$ cat config.mk
export PLATFORM = sky130hd
export DESIGN_NAME = arb_requester
export DESIGN_NICKNAME = d
export VERILOG_FILES = /design/src/rtl/arb_requester.sv
export SDC_FILE = /design/constraint.sdc
export NUM_CORES = 1
export LEC_CHECK = 0
export BUFFER_PORTS_ARGS = -buffer_cell sky130_fd_sc_hd__buf_2
export CAP_MARGIN = 20
export CORE_ASPECT_RATIO = 0.6
export CORE_UTILIZATION = 62
export DETAILED_ROUTE_END_ITERATION = 16
export GPL_ROUTABILITY_DRIVEN = 0
export HOLD_SLACK_MARGIN = 0.08
export PLACE_DENSITY = 0.9
export SKIP_LAST_GASP = 1
export SLEW_MARGIN = 20
export SYNTH_ARGS = -nofsm -noshare
export SYNTH_HDL_FRONTEND = slang
export SYNTH_SLANG_ARGS = --single-unit
$ cat constraint.sdc
create_clock -name clk -period 5 [get_ports clk]
set_input_delay 1.5 -clock clk [delete_from_list [all_inputs] [get_ports clk]]
set_output_delay 1.5 -clock clk [all_outputs]
set_load 0.005 [all_outputs]
$ cat src/rtl/arb_requester.sv
`default_nettype none
// ============================================================================
// Module   : arb_requester
// Purpose  : Client-side endpoint of a two-wire request/grant arbitration
//            handshake. A start pulse (with a hold length) raises R, waits for
//            the synchronised grant, holds ownership for len cycles, then drops
//            R and waits for the grant to fall before accepting new work.
//            Adds a grant-wait timeout and detection of grant revocation.
// Ports    : clk     - system clock, rising edge
//            rst     - asynchronous active-high reset
//            start   - one-cycle request pulse from local logic
//            len     - ownership length in cycles, sampled with start
//            A       - grant from arbiter (asynchronous, synchronised here)
//            R       - request to arbiter (registered)
//            owner   - high while the shared resource may be used
//            busy    - high in any state other than IDLE
//            done    - one-cycle pulse at normal release
//            timeout - one-cycle pulse when the grant wait expires
//            revoked - one-cycle pulse when the grant drops during ownership
// Revision : 1.0 - initial release
// ============================================================================
module arb_requester #(
    parameter int CNT_W   = 8,
    parameter int TIMEOUT = 255
) (
    input  logic             clk,
    input  logic             rst,
    input  logic             start,
    input  logic [CNT_W-1:0] len,
    input  logic             A,
    output logic             R,
    output logic             owner,
    output logic             busy,
    output logic             done,
    output logic             timeout,
    output logic             revoked
);

    typedef enum logic [1:0] {
        S_IDLE = 2'd0,
        S_REQ  = 2'd1,
        S_OWN  = 2'd2,
        S_REL  = 2'd3
    } state_t;

    // Last wait count before giving up: R is then high exactly TIMEOUT cycles.
    localparam logic [CNT_W-1:0] c_WAIT_LAST = CNT_W'(TIMEOUT - 1);
    localparam logic [CNT_W-1:0] c_ONE       = CNT_W'(1);

    state_t           state_q,    state_d;
    logic             a_meta_q,   a_meta_d;
    logic             a_s_q,      a_s_d;
    logic [CNT_W-1:0] len_q,      len_d;
    logic [CNT_W-1:0] wait_cnt_q, wait_cnt_d;
    logic [CNT_W-1:0] hold_cnt_q, hold_cnt_d;
    logic             r_q,        r_d;
    logic             owner_q,    owner_d;
    logic             busy_q,     busy_d;
    logic             done_q,     done_d;
    logic             timeout_q,  timeout_d;
    logic             revoked_q,  revoked_d;

    always_comb begin
        state_d    = state_q;
        a_meta_d   = A;
        a_s_d      = a_meta_q;
        len_d      = len_q;
        wait_cnt_d = wait_cnt_q;
        hold_cnt_d = hold_cnt_q;
        r_d        = r_q;
        owner_d    = owner_q;
        busy_d     = busy_q;
        done_d     = 1'b0;
        timeout_d  = 1'b0;
        revoked_d  = 1'b0;

        case (state_q)
            S_IDLE: begin
                // A zero-length request is meaningless and is dropped.
                if (start && (len != '0)) begin
                    len_d      = len;
                    wait_cnt_d = '0;
                    r_d        = 1'b1;
                    busy_d     = 1'b1;
                    state_d    = S_REQ;
                end
            end
            S_REQ: begin
                if (a_s_q) begin
                    owner_d    = 1'b1;
                    hold_cnt_d = len_q;
                    state_d    = S_OWN;
                end else if (wait_cnt_q == c_WAIT_LAST) begin
                    r_d       = 1'b0;
                    timeout_d = 1'b1;
                    state_d   = S_REL;
                end else begin
                    wait_cnt_d = wait_cnt_q + c_ONE;
                end
            end
            S_OWN: begin
                // Revocation wins over a completion landing in the same cycle.
                if (!a_s_q) begin
                    r_d       = 1'b0;
                    owner_d   = 1'b0;
                    revoked_d = 1'b1;
                    state_d   = S_REL;
                end else if (hold_cnt_q == c_ONE) begin
                    r_d     = 1'b0;
                    owner_d = 1'b0;
                    done_d  = 1'b1;
                    state_d = S_REL;
                end else begin
                    hold_cnt_d = hold_cnt_q - c_ONE;
                end
            end
            S_REL: begin
                // Also absorbs a grant that shows up after a timeout.
                if (!a_s_q) begin
                    busy_d  = 1'b0;
                    state_d = S_IDLE;
                end
            end
            default: begin
                state_d = S_IDLE;
            end
        endcase
    end

    always_ff @(posedge clk or posedge rst) begin
        if (rst) begin
            state_q    <= S_IDLE;
            a_meta_q   <= 1'b0;
            a_s_q      <= 1'b0;
            len_q      <= '0;
            wait_cnt_q <= '0;
            hold_cnt_q <= '0;
            r_q        <= 1'b0;
            owner_q    <= 1'b0;
            busy_q     <= 1'b0;
            done_q     <= 1'b0;
            timeout_q  <= 1'b0;
            revoked_q  <= 1'b0;
        end else begin
            state_q    <= state_d;
            a_meta_q   <= a_meta_d;
            a_s_q      <= a_s_d;
            len_q      <= len_d;
            wait_cnt_q <= wait_cnt_d;
            hold_cnt_q <= hold_cnt_d;
            r_q        <= r_d;
            owner_q    <= owner_d;
            busy_q     <= busy_d;
            done_q     <= done_d;
            timeout_q  <= timeout_d;
            revoked_q  <= revoked_d;
        end
    end

    assign R       = r_q;
    assign owner   = owner_q;
    assign busy    = busy_q;
    assign done    = done_q;
    assign timeout = timeout_q;
    assign revoked = revoked_q;

endmodule
`default_nettype wire
* After elaboration in Yosys (flattened, before gate mapping)
Cells that the tools add are included.
** Word-level totals
- Output and inout bits :: 6
- Bits of input ports :: 12
- Flip-flop bits (word level) :: 34
** Operators by class
- Eq/ne operators :: 15
- Multiplexer cells :: 33
- $add $sub $neg :: 2
- Reductions and logical operators :: 14
** Operator list (count)
- 8-bit 2-to-1 mux :: 6
- 8-bit one-hot mux with 2 select lines :: 2
- 2-bit != test (second input constant) :: 8
- 1-bit 2-to-1 mux :: 15
- 2-bit 2-to-1 mux :: 6
- 4-bit AND reduction :: 3
- 8-bit by 1-bit adder with 8-bit output (second input constant) :: 1
- 8-bit by 1-bit == test with 1-bit output (second input constant) :: 1
- 8-bit == test (second input constant) :: 1
- 2-bit one-hot mux with 4 select lines :: 1
- 8-bit nonzero test :: 1
- 8-bit by 1-bit subtractor with 8-bit output (second input constant) :: 1
- 3-bit != test (second input constant) :: 2
- 3-bit AND reduction :: 2
- 2-bit nonzero test :: 3
- 5-bit AND reduction :: 1
- 2-bit == test (second input constant) :: 2
- 1-bit one-hot mux with 2 select lines :: 2
- 1-bit one-hot mux with 3 select lines :: 1
- 3-bit nonzero test :: 1
- 2-bit by 1-bit == test with 1-bit output (second input constant) :: 1
- 2-bit logical NOT :: 1
- 2-bit AND reduction :: 1
- 1-bit logical AND :: 1

* Longest topological paths before layout
Gate-level depths: netlist (run 1).
- Word-level depth :: 4
- Gate-level depth with buffers :: 8

* Least setup slack after synthesis (run 1)
OpenSTA, ideal clock, no wires.
- Path kind :: input-to-reg
- Start :: in len[0]
- End :: reg state_q[1]
- Data arrival time :: 2.758 ns
- Path slack :: 2.114 ns
- Cell stages on the path :: 5
- Cells stage by stage :: or4_4 o21ai_1 nand2_1 nand3_1 mux2_1
** On the way
- Longest elaborated chain between the ends :: 4
** Ends and longest elaborated chain
- from (decl) :: RTL line 29 : input logic [CNT_W-1:0] len,
- 8-bit nonzero test :: RTL line 80 : if (start && (len != '0)) begin
- 1-bit logical AND :: RTL line 80
- 2-bit != test (no source line)
- 4-bit AND reduction (no source line)
- to (signal assigned) :: RTL line 145 : state_q <= state_d;
- to (decl) :: RTL line 50 : state_t state_q, state_d;
Every way passes these cells.
A chain may end at the register's enable or synchronous reset.

* Worst setup path in the final report (run 1)
Ends and elaborated chain as after synthesis.

==> results.json, run 1 <==
{
  "syn_area_um2": 1856,
  "hold_buffers": 0,
  "yosys.area_share.adder_pct": 6.743,
  "htreeDepth": 2,
  "wl_per_cell_um": 17.75,
  "hold_viol": 0,
  "die-area_um2": 3223,
  "synth_top_family_by_area": "compound AO/OA/AOI/OAI gates",
  "finalNetCount": 224,
  "drv_slew": 0,
  "power_leakage_uw": 0.0008983,
  "muxShareOfSynthArea_pct": 6.001,
  "core_area_um2": 2663,
  "status": "completed",
  "finClkSkew_ns": 0.002386,
  "required_ns": 5.17,
  "rsz0062_at_grt": "false",
  "drtAntennaViolNets": 0,
  "die_y_um": 44.38,
  "setup-tns-final_ns": 0,
  "synth.area.top_cells": "dfrtp_1, ha_1, mux2_1",
  "yosysSeqAreaShare_pct": 45.85,
  "tightest_slew_ns": 0.8828,
  "grt_start_max_net_pins": 35,
  "ys_ff_latch": 34,
  "wirelength_mm": 4.296,
  "worstSetupPathType": "primary input to flop",
  "slew_headroom_pct": 41.15,
  "setup_viol_count_final": 0,
  "synth_xor_xnor_area_share_pct": 0,
  "io_buffers": 17,
  "ys.warnings.count": 0,
  "hp-class": "flop to flop",
  "synth_most_common_cell": "dfrtp_1",
  "synthFlopType": "dfrtp_1",
  "maxCapViolCount": 0,
  "root_buffer": "clkbuf_8",
  "die-width_um": 72.63,
  "synth_area_per_cell_um2": 10.08,
  "post_cts_buffers": 0,
  "netlist.area_leader.share_pct": 45.85,
  "clk_latency_ns": 0.29,
  "startpoint_type": "primary input",
  "peakVddDrop_mv": 0.3735,
  "endpoint_kind": "flop",
  "syn_inst": 184,
  "insertedDiodeCount": 0,
  "cts_tree": "built",
  "cts_buffers": 5,
  "synth_compound_area_share_pct": 19.55,
  "syn_nets": 206,
  "arrival_ns": 3.09,
  "period_needed_ns": 2.925,
  "synth_edf_count": 0,
  "fin_crit_sh_pct": 58.50,
  "drive_gt1_share_pct": 14.85,
  "grt_pass1_vias": 1433,
  "grt_pass1_wl_mm": 7.141,
  "powerDensity_nw_per_um2": 577.9,
  "vias_per_cell": 6.417,
  "synth_common_cells": "dfrtp_1, nand2_1, a21oi_1",
  "async_reset_ff_share_pct": 100.0,
  "dp_hpwl_mm": 3.062,
  "ctsResizeCount": 0,
  "boundaryPins": 18,
  "via_count": 1553,
  "crit_fanout": 4,
  "synth_top_cell_by_area": "dfrtp_1",
  "clkTransAtPathRegs_ns": 0.07,
  "clk_path_buf_depth": 2,
  "antenna_found_initial": 0,
  "synthSimpleGateAreaFrac_pct": 17.33,
  "drt_iter0_drc": 151,
  "fmax_mhz": 341.9,
  "grt_use_total_pct": 31.46,
  "drc_errors": 0,
  "start_util_pct": 69.69,
  "overflow": 0,
  "rows": 14,
  "postLayoutCoreUtil_pct": 76.27,
  "synth_cell_types": 41,
  "first_pass_iters": 4,
  "area_growth_pct": 9.440,
  "cts_sinks": 34
}
cell usage in the layout (no fill, tap or decap), types with 2 or more instances in the layout:
cell type / n
dfrtp_1: 34
nand2_1: 18
a21oi_1: 17
buf_2: 17
o21ai_0: 14
inv_1: 10
ha_1: 10
mux2_1: 9
nor2_1: 7
nand4_1: 6
or3_1: 6
a2bb2oi_1: 5
clkbuf_8: 5
o21ai_1: 4
nand3_1: 4
nor2b_1: 3
o31ai_1: 3
or4_4: 2
o211ai_1: 2
nor3b_1: 2
and4_1: 2
a211o_1: 2
clkinv_2: 2
per-layer routing:
metal	global-route usage, %	vias to the layer above	routed length (um)
li1	-	716	-
met1	44.65	759	1889
met2	48.04	68	1913
met3	7.973	10	432
met4	10.59	0	61
met5	0	-	0
cells by family after synthesis:
group | count (synthesis)
flops | 34
simple gates | 57
buf+inv | 17
mux | 10
fa+ha+maj | 10
compound gates | 56
worst max-delay path, stage by stage:
cell and delay (ns):
buf_2 0.11, or4_4 0.55, o21ai_1 0.27, nand2_1 0.17
nand3_1 0.14, mux2_1 0.35
worst paths after layout:
kind / endpoint / from / cells past startpoint / slack, ns
max: state_q[1]$_DFFE_PP0P_ / len[0] / 6 / 2.08
max reg2reg: state_q[1]$_DFFE_PP0P_ / state_q[0]$_DFFE_PP0P_ / 7 / 2.34
min in group asynchronous: len_q[4]$_DFFE_PP0P_ / rst / 3 / 1.29
min: a_s_q$_DFF_PP0_ / a_meta_q$_DFF_PP0_ / 0 / 0.36
min reg2reg: a_s_q$_DFF_PP0_ / a_meta_q$_DFF_PP0_ / 0 / 0.36
max in group asynchronous: hold_cnt_q[3]$_DFFE_PP0P_ / rst / 3 / 3.41
flip-flops by register name, indices dropped and copies added, names as in the netlist:
| signal | count |
|---|---|
| a_s_q | 1 |
| hold_cnt_q | 8 |
| len_q | 8 |
| state_q | 2 |
| R | 1 |
| owner | 1 |
| a_meta_q | 1 |
| done | 1 |
| wait_cnt_q | 8 |
| timeout | 1 |
| revoked | 1 |
| busy | 1 |
per-stage QoR:
step | instance area [um2] | hold slack, ns | power [uW] | cells | setup WS (ns)
finish | 2031 | 0.3551 | 1173 | 242 | 2.075
global route | 2031 | 0.3655 | 1250 | 242 | 2.035
CTS | 2031 | 0.3607 | 1157 | 242 | 2.082
detailed placement | 1952 | 0.3458 | 963.3 | 235 | 1.830
global placement | 1952 | 0.3386 | 916.8 | 235 | 1.932
floorplan | 1856 | 0.3312 | 840.8 | 184 | 2.114
layout make-up:
type | count | area [um2]
clock inverter | 2 | 10.01
multi-input combinational | 133 | 920.9
tap | 40 | 50.05
timing repair buffer | 18 | 92.59
fill | 185 | 631.9
clock buffer | 5 | 68.82
inverter | 10 | 37.54
sequential | 34 | 850.8
report_power, final:
part	switching [uW]	leakage (uW)	internal (uW)
Clock	101	0.0000438	93.4
Sequential	109	0.000419	377
Combinational	290	0.000436	203
Note: power is estimated with default switching activity, not from simulation.
==> run 2: changes to the inputs <==
--- a/config.mk
+++ b/config.mk
@@ -8,11 +8,11 @@
 export BUFFER_PORTS_ARGS = -buffer_cell sky130_fd_sc_hd__buf_2
 export CAP_MARGIN = 20
 export CORE_ASPECT_RATIO = 0.6
-export CORE_UTILIZATION = 62
+export CORE_UTILIZATION = 52
 export DETAILED_ROUTE_END_ITERATION = 16
 export GPL_ROUTABILITY_DRIVEN = 0
 export HOLD_SLACK_MARGIN = 0.08
-export PLACE_DENSITY = 0.9
+export PLACE_DENSITY = 0.81
 export SKIP_LAST_GASP = 1
 export SLEW_MARGIN = 20
 export SYNTH_ARGS = -nofsm -noshare
==> constraint.sdc (replaced) <==
create_clock -name clk -period 2.61 [get_ports clk]
set_input_delay 0.783 -clock clk [delete_from_list [all_inputs] [get_ports clk]]
set_output_delay 0.783 -clock clk [all_outputs]
set_load 0.005 [all_outputs]
==> results.json, run 2 (same netlist as run 1, synthesis figures left out) <==
{
  "status": "completed",
  "peakVddDrop_mv": 0.7693,
  "crit_buf_inv": 1,
  "rsz0062_at_grt": "false",
  "grt_start_max_net_pins": 35,
  "drv_slew": 0,
  "setup_viol_count_final": 0,
  "power_leakage_uw": 0.0009151,
  "vias_per_cell": 5.984,
  "setup-tns-final_ns": 0,
  "overflow": 0,
  "hold_buffers": 0,
  "grt_pass1_wl_mm": 6.775,
  "startpoint_type": "flop",
  "num-fill-cells": 278,
  "drtAntennaViolNets": 0,
  "hp-class": "flop to flop",
  "ctsResizeCount": 0,
  "dp_hpwl_mm": 3.059,
  "powerDensity_nw_per_um2": 1135,
  "worstSetupPathType": "flop to flop",
  "rows": 16,
  "area_growth_pct": 12.47,
  "antenna_found_initial": 0,
  "fin_crit_sh_pct": 92.97,
  "max_stage_delay_ns": 0.50,
  "period_needed_ns": 2.427,
  "path_cells": "inv_1, ha_1, and4_1, a221o_1, a21o_1, or4_1, a21oi_1",
  "wirelength_mm": 4.150,
  "fmax_mhz": 412.1,
  "clk_latency_ns": 0.30,
  "drt_iter0_drc": 126,
  "post_cts_buffers": 0,
  "finalNetCount": 226,
  "drc_errors": 0,
  "htreeDepth": 2,
  "final_cell_mix": "dfrtp_1, nand2_1, a21oi_1, buf_2, o21ai_0",
  "postLayoutCoreUtil_pct": 62.80,
  "cts_tree": "built",
  "drive_gt1_share_pct": 16.10,
  "die_y_um": 48.27,
  "via_count": 1496,
  "crit_fanout": 13,
  "first_pass_iters": 4,
  "top_regs": "hold_cnt_q x8, len_q x8, wait_cnt_q x8",
  "boundaryPins": 18,
  "crit_slowest_cell": "or4_1",
  "endpoint_kind": "flop",
  "core_area_um2": 3323,
  "root_buffer": "clkbuf_8",
  "die-area_um2": 3819,
  "cts_sinks": 34,
  "die-width_um": 79.12,
  "start_util_pct": 55.84,
  "cts_buffers": 5,
  "cpLargestDelayFamily": "compound AO/OA/AOI/OAI gates",
  "finClkSkew_ns": 0.009066,
  "wl_per_cell_um": 16.60,
  "slew_headroom_pct": 58.20,
  "maxCapViolCount": 0,
  "required_ns": 2.83,
  "hold_viol": 0,
  "clk_path_buf_depth": 2,
  "insertedDiodeCount": 0,
  "tightest_slew_ns": 0.6258,
  "arrival_ns": 2.64,
  "grt_pass1_vias": 1392,
  "io_buffers": 17,
  "clkTransAtPathRegs_ns": 0.08,
  "layout_commonest_cell": "dfrtp_1",
  "grt_use_total_pct": 25.38
}
[run 2: cell count changes in the layout (fill, tap and decap cells not counted), sizes merged]
| cell | before | now |
|---|---|---|
| buf | 18 | 20 |
| clkinv | 2 | 0 |
| clkinvlp | 0 | 2 |
| bufinv | 0 | 1 |
[run 2: cell type report]
cell class                 count  area (um2)  area share [%]
tap                           45       56.30           2.698
clock inverter                 3       45.04           2.158
sequential                    34       850.8           40.77
inverter                      10       37.54           1.799
clock buffer                   5       68.82           3.297
timing repair buffer          20       107.6           5.156
multi-input combinational    133       920.9           44.12
[run 2: metrics by stage]
stage	instance area [um2]	worst slack (ns)	power [uW]	cells	hold slack [ns]
final	2087	0.1834	2368	250	0.3609
after global routing	2087	0.06649	2531	250	0.3753
after CTS	2087	0.2055	2361	250	0.3619
after detailed placement	1973	0.1347	1860	242	0.3451
after global placement	1973	0.2597	1783	242	0.3322
after floorplan	1856	0.4414	1611	184	0.3312
[run 2: path summary, 6_finish.rpt]
check                                  startpoint                   endpoint  slack, ns  cells after the start
setup / recovery           state_q[1]$_DFFE_PP0P_  wait_cnt_q[5]$_DFFE_PP0P_       0.18                      7
hold / removal                 a_meta_q$_DFF_PP0_            a_s_q$_DFF_PP0_       0.36                      0
setup reg to reg           state_q[1]$_DFFE_PP0P_  wait_cnt_q[5]$_DFFE_PP0P_       0.18                      7
hold reg to reg                a_meta_q$_DFF_PP0_            a_s_q$_DFF_PP0_       0.36                      0
max in group asynchronous                     rst             done$_DFF_PP0_       1.74                      3
min in group asynchronous                     rst         a_meta_q$_DFF_PP0_       0.56                      3
[run 2: worst register-to-register path, stage by stage (launching register included)]
cell and delay [ns]:
dfrtp_1 0.45, inv_1 0.11, ha_1 0.28, and4_1 0.24
a221o_1 0.32, a21o_1 0.28, or4_1 0.51, a21oi_1 0.17
[run 2: per-layer routing]
metal	global-route usage, %	up-vias	share of wire (%)
met4	14.91	0	1.9
met1	33.14	712	46
li1	-	715	-
met5	0	-	0
met2	37.76	62	43
met3	8.785	7	8.1
[run 2: power by group]
group | internal (uW) | switching (uW) | total [uW]
Clock | 284 | 209 | 493
Combinational | 402 | 527 | 930
Sequential | 721 | 224 | 945
Total | 1410 | 960 | 2370
==> run 3: changes to the inputs <==
--- a/config.mk
+++ b/config.mk
@@ -8,11 +8,11 @@
 export BUFFER_PORTS_ARGS = -buffer_cell sky130_fd_sc_hd__buf_2
 export CAP_MARGIN = 20
 export CORE_ASPECT_RATIO = 0.6
-export CORE_UTILIZATION = 52
+export CORE_UTILIZATION = 50
 export DETAILED_ROUTE_END_ITERATION = 16
 export GPL_ROUTABILITY_DRIVEN = 0
 export HOLD_SLACK_MARGIN = 0.08
-export PLACE_DENSITY = 0.81
+export PLACE_DENSITY = 0.79
 export SKIP_LAST_GASP = 1
 export SLEW_MARGIN = 20
 export SYNTH_ARGS = -nofsm -noshare
==> results.json, run 3 (same netlist as run 1, synthesis figures left out) <==
{
  "drive_gt1_share_pct": 16.10,
  "hold_viol": 0,
  "boundaryPins": 18,
  "final_cell_mix": "dfrtp_1, nand2_1, a21oi_1, buf_2, o21ai_0",
  "rsz0062_at_grt": "false",
  "stdcell_count": 250,
  "die_y_um": 49.19,
  "grt_pass1_wl_mm": 7.203,
  "path_cells": "inv_1, ha_1, and4_1, a221o_1, a21o_1, or4_1, a21oi_1",
  "max_stage_delay_ns": 0.51,
  "start_util_pct": 54.52,
  "root_buffer": "clkbuf_8",
  "clk_path_buf_depth": 2,
  "antenna_found_initial": 0,
  "via_count": 1549,
  "cts_tree": "built",
  "tightest_slew_ns": 0.6889,
  "multi_input_area_um2": 920.9,
  "wl_per_cell_um": 16.86,
  "maxCapViolCount": 0,
  "r2r_slack_ns": 0.17,
  "drt_iter0_drc": 268,
  "startpoint_type": "flop",
  "post_cts_buffers": 0,
  "hp-class": "flop to flop",
  "final_area_um2": 2116,
  "arrival_ns": 2.65,
  "endpoint_kind": "flop",
  "vias_per_cell": 6.196,
  "cts_buffers": 5,
  "p_total_uw": 2489,
  "status": "completed",
  "drv_slew": 0,
  "layout_commonest_cell": "dfrtp_1",
  "hold_buffers": 0,
  "rows": 16,
  "grt_use_total_pct": 24.99,
  "worstSetupPathType": "flop to flop",
  "clkTransAtPathRegs_ns": 0.07,
  "area_growth_pct": 14.03,
  "fmax_mhz": 409.7,
  "finClkSkew_ns": 0.005494,
  "setup-tns-final_ns": 0,
  "io_buffers": 17,
  "drtAntennaViolNets": 0,
  "die-width_um": 80.65,
  "overflow": 0,
  "placedCellCount": 242,
  "dp_hpwl_mm": 3.124,
  "period_needed_ns": 2.441,
  "ctsResizeCount": 0,
  "cts_sinks": 34,
  "die-area_um2": 3967,
  "wirelength_mm": 4.214,
  "first_pass_iters": 4,
  "postLayoutCoreUtil_pct": 62.17,
  "insertedDiodeCount": 0,
  "slew_headroom_pct": 53.99,
  "powerDensity_nw_per_um2": 1177,
  "top_regs": "hold_cnt_q x8, len_q x8, wait_cnt_q x8",
  "placed_area_um2": 1973,
  "required_ns": 2.82,
  "htreeDepth": 2,
  "crit_slowest_cell": "or4_1",
  "finalNetCount": 226,
  "grt_start_max_net_pins": 35,
  "num-fill-cells": 290,
  "seq_area_um2": 850.8,
  "setup_viol_count_final": 0,
  "drc_errors": 0,
  "fin_crit_sh_pct": 93.52,
  "power_leakage_uw": 0.0009362,
  "grt_pass1_vias": 1468,
  "core_area_um2": 3403,
  "crit_fanout": 13,
  "clk_latency_ns": 0.29,
  "peakVddDrop_mv": 0.5473
}
run 3: cell types whose count changed in the layout (fill, tap and decap cells not counted):
cell / change
clkbuf_8: +1
bufinv_16: +1
clkinvlp_4: -2
run 3: critical path, delay by kind of cell, from the launching register on:
kind	cells	cell delay [ns]
AO/OA/AOI/OAI	3	0.77
adder cells (fa/ha/maj)	1	0.28
buffers and inverters	1	0.12
flip-flops	1	0.44
AND/OR/NAND/NOR	2	0.76
run 3: final cells by class:
class | instances | area share [%]
clock buffers | 6 | 3.903
clock inverters | 2 | 2.839
inverters | 10 | 1.774
multi-input cells | 133 | 43.52
flip-flops and latches | 34 | 40.21
well taps | 45 | 2.661
repair buffers | 20 | 5.086
run 3: worst paths after layout:
path / start / to / cells after the start
min in group asynchronous: rst / len_q[7]$_DFFE_PP0P_ / 3
max: state_q[1]$_DFFE_PP0P_ / wait_cnt_q[5]$_DFFE_PP0P_ / 7
max reg2reg: state_q[1]$_DFFE_PP0P_ / wait_cnt_q[5]$_DFFE_PP0P_ / 7
min reg2reg: a_meta_q$_DFF_PP0_ / a_s_q$_DFF_PP0_ / 0
max in group asynchronous: rst / hold_cnt_q[3]$_DFFE_PP0P_ / 3
min: a_meta_q$_DFF_PP0_ / a_s_q$_DFF_PP0_ / 0
run 3: where the power goes:
group	total, uW	internal [uW]	switching, uW
registers	936	721	215
logic	952	404	548
clock network	601	407	193
total	2490	1530	957
run 3: per-stage QoR:
stage / hold slack, ns / worst slack [ns]
final: 0.3764 / 0.1691
after global routing: 0.3954 / 0.09812
after CTS: 0.3895 / 0.2253
after detailed placement: 0.3714 / 0.1925
after global placement: 0.3336 / 0.2591
after floorplan: 0.3312 / 0.4414
run 3: routing by layer:
layer  track usage, %  part of all wire [%]  up-vias
li1                 -                     -      715
met1            35.98                    45      747
met2            35.03                    44       80
met3            7.664                    10        7
met4            9.821                   1.4        0
met5                0                     0        -
